$ cat config.mk
export PLATFORM = sky130hd
export DESIGN_NAME = shift_add_mult_5b
export DESIGN_NICKNAME = d
export VERILOG_FILES = /design/src/rtl/shift_add_mult_5b_pkg.sv /design/src/rtl/shift_add_mult_5b_rca.sv /design/src/rtl/shift_add_mult_5b.sv
export SDC_FILE = /design/constraint.sdc
export NUM_CORES = 1
export LEC_CHECK = 0
export BUFFER_PORTS_ARGS = -buffer_cell sky130_fd_sc_hd__buf_2
export CAP_MARGIN = 20
export CORE_UTILIZATION = 34
export DETAILED_ROUTE_END_ITERATION = 16
export PLACE_DENSITY = 0.56
export SKIP_CTS_REPAIR_TIMING = 1
export SLEW_MARGIN = 20
export SYNTH_ARGS = -nofsm -noshare
export SYNTH_HDL_FRONTEND = slang
export SYNTH_HIERARCHICAL = 1
export SYNTH_SLANG_ARGS = --single-unit
$ cat constraint.sdc
create_clock -name clk -period 2.7 [get_ports clk]
set_input_delay 0.405 -clock clk [delete_from_list [all_inputs] [get_ports clk]]
set_output_delay 0.405 -clock clk [all_outputs]
set_load 0.03 [all_outputs]
$ cat src/rtl/shift_add_mult_5b_pkg.sv
// Shared definitions for the sequential shift-and-add multiplier.
//   - state_t      : FSM state encodings (IDLE, CALC, DONE)
//   - MULT_WIDTH   : default operand width in bits
package mult_5b_defs;

   localparam int MULT_WIDTH = 5;

   typedef enum logic [1:0] {
      ST_IDLE = 2'd0,
      ST_CALC = 2'd1,
      ST_DONE = 2'd2
   } state_t;

endpackage : mult_5b_defs

$ cat src/rtl/shift_add_mult_5b_rca.sv
// Parameterised WIDTH-bit ripple-carry adder built from 1-bit full-adder cells.
// Ports:
//   a, b  : WIDTH-bit addends
//   cin   : carry into bit 0
//   s     : WIDTH-bit sum
//   cout  : carry out of the most significant cell
module rca_nb #(
   parameter int WIDTH = 5
) (
   input  logic [WIDTH-1:0] a,
   input  logic [WIDTH-1:0] b,
   input  logic             cin,
   output logic [WIDTH-1:0] s,
   output logic             cout
);

   // carry_s[i] is the carry into cell i; carry_s[WIDTH] is the final carry out
   logic [WIDTH:0] carry_s;

   assign carry_s[0] = cin;

   for (genvar i = 0; i < WIDTH; i++) begin : g_fa
      assign s[i]         = a[i] ^ b[i] ^ carry_s[i];
      assign carry_s[i+1] = (a[i] & b[i]) | (carry_s[i] & (a[i] ^ b[i]));
   end

   assign cout = carry_s[WIDTH];

endmodule : rca_nb

$ cat src/rtl/shift_add_mult_5b.sv
// Sequential unsigned shift-and-add multiplier, one ripple-carry add per clock.
// Ports:
//   clk    : rising-edge clock
//   rst    : synchronous active-high reset (highest priority)
//   start  : request a*b; sampled only when not busy (IDLE or DONE)
//   a, b   : WIDTH-bit multiplicand / multiplier, captured on the accepting edge
//   busy   : high while the FSM is in CALC
//   done   : one-cycle pulse, p valid while high
//   p      : 2*WIDTH-bit product, held until the next completion
module shift_add_mult_5b
   import mult_5b_defs::*;
#(
   parameter int WIDTH = MULT_WIDTH
) (
   input  logic                 clk,
   input  logic                 rst,
   input  logic                 start,
   input  logic [WIDTH-1:0]     a,
   input  logic [WIDTH-1:0]     b,
   output logic                 busy,
   output logic                 done,
   output logic [2*WIDTH-1:0]   p
);

   localparam int CNT_W = $clog2(WIDTH + 1);

   state_t             state_r;
   state_t             state_s;
   logic [WIDTH-1:0]   m_r;
   logic [WIDTH-1:0]   q_r;
   logic [WIDTH-1:0]   acc_r;
   logic               c_r;
   logic [CNT_W-1:0]   count_r;
   logic [2*WIDTH-1:0] p_r;
   logic               busy_r;
   logic               done_r;

   logic [WIDTH-1:0]   sum_s;
   logic               cout_s;
   logic [WIDTH-1:0]   acc_add_s;
   logic               c_add_s;
   logic [WIDTH-1:0]   acc_sh_s;
   logic [WIDTH-1:0]   q_sh_s;
   logic               last_s;
   logic               busy_s;
   logic               done_s;

   rca_nb #(.WIDTH(WIDTH)) u_rca (
      .a    (acc_r),
      .b    (m_r),
      .cin  (1'b0),
      .s    (sum_s),
      .cout (cout_s)
   );

   // One iteration: conditional add of M, then shift {C,A,Q} right by one
   always_comb begin
      acc_add_s = acc_r;
      c_add_s   = c_r;
      if (q_r[0]) begin
         acc_add_s = sum_s;
         c_add_s   = cout_s;
      end else begin
         // c_r is always zero here: load clears it and every shift inserts 0
         acc_add_s = acc_r;
         c_add_s   = c_r;
      end
      acc_sh_s = {c_add_s, acc_add_s[WIDTH-1:1]};
      q_sh_s   = {acc_add_s[0], q_r[WIDTH-1:1]};
      last_s   = (count_r == CNT_W'(WIDTH - 1));
   end

   // FSM state register
   always_ff @(posedge clk) begin
      if (rst) begin
         state_r <= ST_IDLE;
      end else begin
         state_r <= state_s;
      end
   end

   // FSM next-state logic; unused encodings recover to IDLE
   always_comb begin
      state_s = ST_IDLE;
      case (state_r)
         ST_IDLE: begin
            if (start) state_s = ST_CALC;
            else       state_s = ST_IDLE;
         end
         ST_CALC: begin
            if (last_s) state_s = ST_DONE;
            else        state_s = ST_CALC;
         end
         ST_DONE: begin
            if (start) state_s = ST_CALC;
            else       state_s = ST_IDLE;
         end
         default: state_s = ST_IDLE;
      endcase
   end

   // FSM output decode from the next state so the flops track the state register
   always_comb begin
      busy_s = (state_s == ST_CALC);
      done_s = (state_s == ST_DONE);
   end

   // Registered handshake outputs
   always_ff @(posedge clk) begin
      if (rst) begin
         busy_r <= 1'b0;
         done_r <= 1'b0;
      end else begin
         busy_r <= busy_s;
         done_r <= done_s;
      end
   end

   // Datapath registers: operand capture, iteration, product update
   always_ff @(posedge clk) begin
      if (rst) begin
         m_r     <= '0;
         q_r     <= '0;
         acc_r   <= '0;
         c_r     <= 1'b0;
         count_r <= '0;
         p_r     <= '0;
      end else begin
         case (state_r)
            ST_IDLE, ST_DONE: begin
               if (start) begin
                  m_r     <= a;
                  q_r     <= b;
                  acc_r   <= '0;
                  c_r     <= 1'b0;
                  count_r <= '0;
               end
            end
            ST_CALC: begin
               acc_r   <= acc_sh_s;
               q_r     <= q_sh_s;
               c_r     <= 1'b0;
               count_r <= count_r + CNT_W'(1);
               if (last_s) begin
                  p_r <= {acc_sh_s, q_sh_s};
               end
            end
            default: begin
               count_r <= '0;
            end
         endcase
      end
   end

   assign busy = busy_r;
   assign done = done_r;
   assign p    = p_r;

endmodule : shift_add_mult_5b

# After elaboration in Yosys (flattened, before gate mapping)
# Index checks and enable logic that the tools add are counted.
# totals
regBits,33
latchBits,0
mem_bits_rw,0
romBits,0
in_bits,13
output_inout_bits,12
wordCells,57
n_memories,0
# classes
n_addsub,1
multipliers,0
n_div,0
magnitude_cmp,0
n_eq_ne,6
n_shift,0
mux,13
bitwise,22
n_reduce_logical,6
# op_table
cell,n
one-hot mux 5 bit (2 select lines),2
2-to-1 mux 5 bit,3
bitwise AND 1 bit,9
XOR 1 bit,9
one-hot mux 3 bit (2 select lines),1
AND reduction 2 bit,3
== test 2 x 1 -> 1 bit (second input constant),2
== test 2 bit (second input constant),2
bitwise OR 1 bit,4
one-hot mux 2 bit (2 select lines),1
adder 3 x 1 -> 3 bit (second input constant),1
== test 3 bit (second input constant),1
2-to-1 mux 1 bit,3
2-to-1 mux 3 bit,1
zero test 2 bit,1
2-to-1 mux 2 bit,1
inequality test 2 x 1 -> 1 bit (second input constant),1
one-hot mux 1 bit (2 select lines),1
nonzero test 2 bit,1
OR reduction 2 bit,1

# Depth between registers and ports, before layout
# depth
depth_word,11
mapped_depth,12
ltp_nobuf,12

# Hierarchy
# The synthesis kept the hierarchy.
# modules_own_cells
mod,n_inst,cells_each,area_per_inst_um2,seq_area_each_um2
shift_add_mult_5b,1,151,1345.0,640.6
rca_nb,1,15,137.6,0.0

# Worst setup path before layout
# Ideal clock, no wire load.
# synth_path
path_kind,reg2reg
start,reg acc_r[0]
end,reg acc_r[3]
setup_ns,0.071
t_arrival_ns,2.484
required_ns,2.629
path_slack_ns,0.145
path_stages_with_launch,13
path_buffers,0
synth_period_minus_slack_ns,2.555
path_cell_list,dfxtp_1 fa_1 inv_1 fa_1 inv_1 fa_1 fa_1 inv_1 fa_1 inv_1 mux2_2 nand2_1 a21oi_1
# synth_via
elab_chain_len,10
# synth_lines
element,line_no,source
"start, declared",shift_add_mult_5b.sv:31,logic [WIDTH-1:0] acc_r;
"start signal, assigned",shift_add_mult_5b.sv:140,acc_r <= acc_sh_s;
bitwise AND 1 bit (2 in series),shift_add_mult_5b_rca.sv:24,assign carry_s[i+1] = (a[i] & b[i]) | (carry_s[i] & (a[i] ^ b[i]));
bitwise OR 1 bit,shift_add_mult_5b_rca.sv:24,
bitwise AND 1 bit,shift_add_mult_5b_rca.sv:24,
bitwise OR 1 bit,shift_add_mult_5b_rca.sv:24,
bitwise AND 1 bit,shift_add_mult_5b_rca.sv:24,
bitwise OR 1 bit,shift_add_mult_5b_rca.sv:24,
XOR 1 bit,shift_add_mult_5b_rca.sv:23,assign s[i] = a[i] ^ b[i] ^ carry_s[i];
net sum_s[4],shift_add_mult_5b.sv:38,logic [WIDTH-1:0] sum_s;
2-to-1 mux 5 bit,shift_add_mult_5b.sv:60,if (q_r[0]) begin
one-hot mux 5 bit (2 select lines),shift_add_mult_5b.sv:129,case (state_r)
# The timed path passes the listed nets, and every way through them passes these cells.
# A chain may end at the register's enable or synchronous reset.

# Worst setup path after layout
# Ends and elaborated chain as after synthesis.

==> flow_summary.json <==
{
  "drv_cap": 0,
  "gr-usage-all-layers_pct": 15.6,
  "synthDominantCellAreaShare_pct": 43.2,
  "power.density_nw_per_um2": 579,
  "cell_internal_pwr_uw": 732,
  "clock_sink_count": 32,
  "min_path_type": "in -> reg",
  "vias_in_the_first_global_route": 1132,
  "leakagePower_nw": 0.683,
  "utilization_pct": 41.4,
  "wl_um": 3030,
  "mostFrequentLayoutCells": "dfxtp_1, nand2_1, buf_2",
  "timing_hold_violations_final": 0,
  "timing.critical_path.required_ns": 2.92,
  "criticalPathCategory": "reg -> reg",
  "via_count": 1161,
  "layout-drive-gt1-share_pct": 28.7,
  "post_layout_cell_count": 238,
  "yosysUniqueCellTypes": 35,
  "tritoncts_clock_tree": "built",
  "rsz_0062_raised_after_global_routing": "yes",
  "first_pass_iters": 4,
  "whs_ns": 0.352,
  "synth_flop_cell": "dfxtp_1",
  "run_status": "completed",
  "initial_core_util_pct": 36.3,
  "placed_cells_incl_taps": 230,
  "area.growth.synth_to_final_pct": 14.0,
  "total_power_uw": 979,
  "ratio_of_final_minimum_period_to_clock_period_pct": 97.1,
  "setup.worst_path.start_class": "flop",
  "max_slew.worst_pin.slew_ns": 0.673,
  "fp.dieW_um": 68.0,
  "ir_worst_vdd_v": 0.000286,
  "post-synth-top-area-cell": "dfxtp_1",
  "max-clock-path-buffers": 2,
  "route.detailed.vias_per_inst": 4.88,
  "global_route_wire_length_before_repair_um": 5130,
  "overflow": 0,
  "die-area_um2": 4630,
  "switching_power_uw": 247,
  "clk_transition_reported_paths_ns": 0.07,
  "final_common_cell": "dfxtp_1",
  "share_clk_of_total_power_pct": 39.0,
  "nature_of_the_critical_path_endpoint": "flop",
  "finalMaxSlewViolations": 0,
  "clk_latency_ns": 0.29,
  "postSynthAreaPerCell_um2": 8.93,
  "post_place_worst_slack_ns": -0.0162,
  "tritoncts.num_buffers": 5,
  "report.final.setup_viol": 0,
  "placement.io_buffers": 24,
  "globalplace.congestion": 0.788,
  "finalNetCount": 207,
  "postSynth.asyncResetShare_pct": 0,
  "power.share.switching_pct": 25.2,
  "h-tree-depth": 2,
  "maxClockFrequency_mhz": 381,
  "synth.cell_area_um2": 1480,
  "chipHeight_um": 68.0,
  "synth_top_cells_by_area": "dfxtp_1, nand2_1, fa_1, a21oi_1, nor2_1",
  "grt_max_degree": 33,
  "drt_first_iter_violations": 48,
  "finalWorstPathRequiredPeriod_ns": 2.62,
  "postRouteAntennaNets": 0,
  "number_of_antenna_violations_at_the_first_check_in_global_routing": 0,
  "io-pin-count": 25,
  "core_area_um2": 4090,
  "syn_inst": 166,
  "setup_slack_ns": 0.0782,
  "wire_per_inst_um": 12.7,
  "ys_seq_area_share_pct": 43.2,
  "worst_clock_skew_ns": 0.00511,
  "place.detailed.hpwl_um": 2080,
  "synth_enable_flop_cells": 0,
  "fp-row-count": 23,
  "timing.slew.headroom_pct": 55.1,
  "yosys_warnings": 6,
  "insertedDiodeCount": 0,
  "dr_drc_count": 0,
  "synth.ff_latch_count": 32,
  "clock_tree.root_cell": "clkbuf_8",
  "timing.critical_path.fanout_max": 3,
  "synth.net_count": 186,
  "arrival_ns": 2.84,
  "combPwrFrac_pct": 9.3,
  "seqPwrFrac_pct": 51.7
}
==> area by class of cell <==
| cell class | count | area [um^2] |
|---|---|---|
| fillers | 443 | 2400 |
| repair buffers | 24 | 120 |
| multi-input cells | 112 | 731 |
| flip-flops and latches | 32 | 642 |
| well taps | 50 | 62.6 |
| clock buffers | 8 | 90.1 |
| inverters | 12 | 45.0 |
==> cell usage after synthesis, drive strengths merged (2+ instances only) <==
master and instances:
dfxtp 32, nand2 28, a21oi 19, nor2 19
inv 12, nor3 9, buf 8, nand3 8
fa 5, mux2 5, a311oi 2, clkbuf 2
ha 2, nand2b 2, nor3b 2, o22ai 2
==> power by group through the flow <==
stage / combinational (mW) / clock [mW] / sequential, mW
after global routing: 0.103 / 0.411 / 0.508
after CTS: 0.0912 / 0.396 / 0.506
after detailed placement: 0.0910 / 0 / 0.516
final: 0.0910 / 0.382 / 0.506
after floorplan: 0.0764 / 0 / 0.512
after global placement: 0.0886 / 0 / 0.516
==> logic make-up (layout without fill, tap and decap cells) <==
kind of cell,after synthesis,in the layout,synth area share (%)
compound gates,25,25,9.96
fa+ha+maj,7,7,8.44
buf+inv,22,44,8.44
flops,32,32,43.2
mux,6,6,4.47
other cells,1,1,0.253
simple gates,73,73,25.2
==> metal layers <==
layer / wire, um / global-route usage [%] / vias to the layer above / share of wire, %
li1: - / - / 582 / -
met1: 1350 / 19.0 / 544 / 44
met2: 1450 / 24.1 / 28 / 48
met3: 169 / 4.00 / 7 / 5.6
met4: 58 / 10.2 / 0 / 1.9
met5: 0 / 0 / - / 0
==> flip-flops by register name (all words and copies together) (netlist names) <==
name     flops
m_r          5
done         1
count_r      3
acc_r        5
busy         1
p           10
state_r      2
q_r          5
==> worst paths after layout <==
check                              from                    end  slack [ns]  depth (start not counted)
setup / recovery  acc_r[0]$_SDFFE_PP0P_  acc_r[3]$_SDFFE_PP0P_        0.08                         12
hold / removal                     a[0]    m_r[0]$_SDFFE_PP0P_        0.35                          3
setup reg to reg  acc_r[0]$_SDFFE_PP0P_  acc_r[3]$_SDFFE_PP0P_        0.08                         12
hold reg to reg       p[2]$_SDFFE_PP0P_      p[2]$_SDFFE_PP0P_        0.45                          2
==> worst max-delay path: stages (launching register included) <==
cell	delay (ns)
dfxtp_2	0.34
fa_2	0.38
inv_2	0.07
fa_2	0.18
inv_1	0.05
fa_2	0.33
fa_2	0.33
inv_1	0.07
fa_1	0.40
inv_1	0.06
mux2_2	0.15
nand2_1	0.06
a21oi_2	0.14
==> stage by stage <==
step | instance area, um^2 | TNS (ns)
after floorplan | 1480 | 0
after global placement | 1590 | 0
after detailed placement | 1590 | -0.0162
after CTS | 1680 | -0.0341
after global routing | 1690 | -0.0277
final | 1690 | 0
Power figures use the tool's default switching activity.
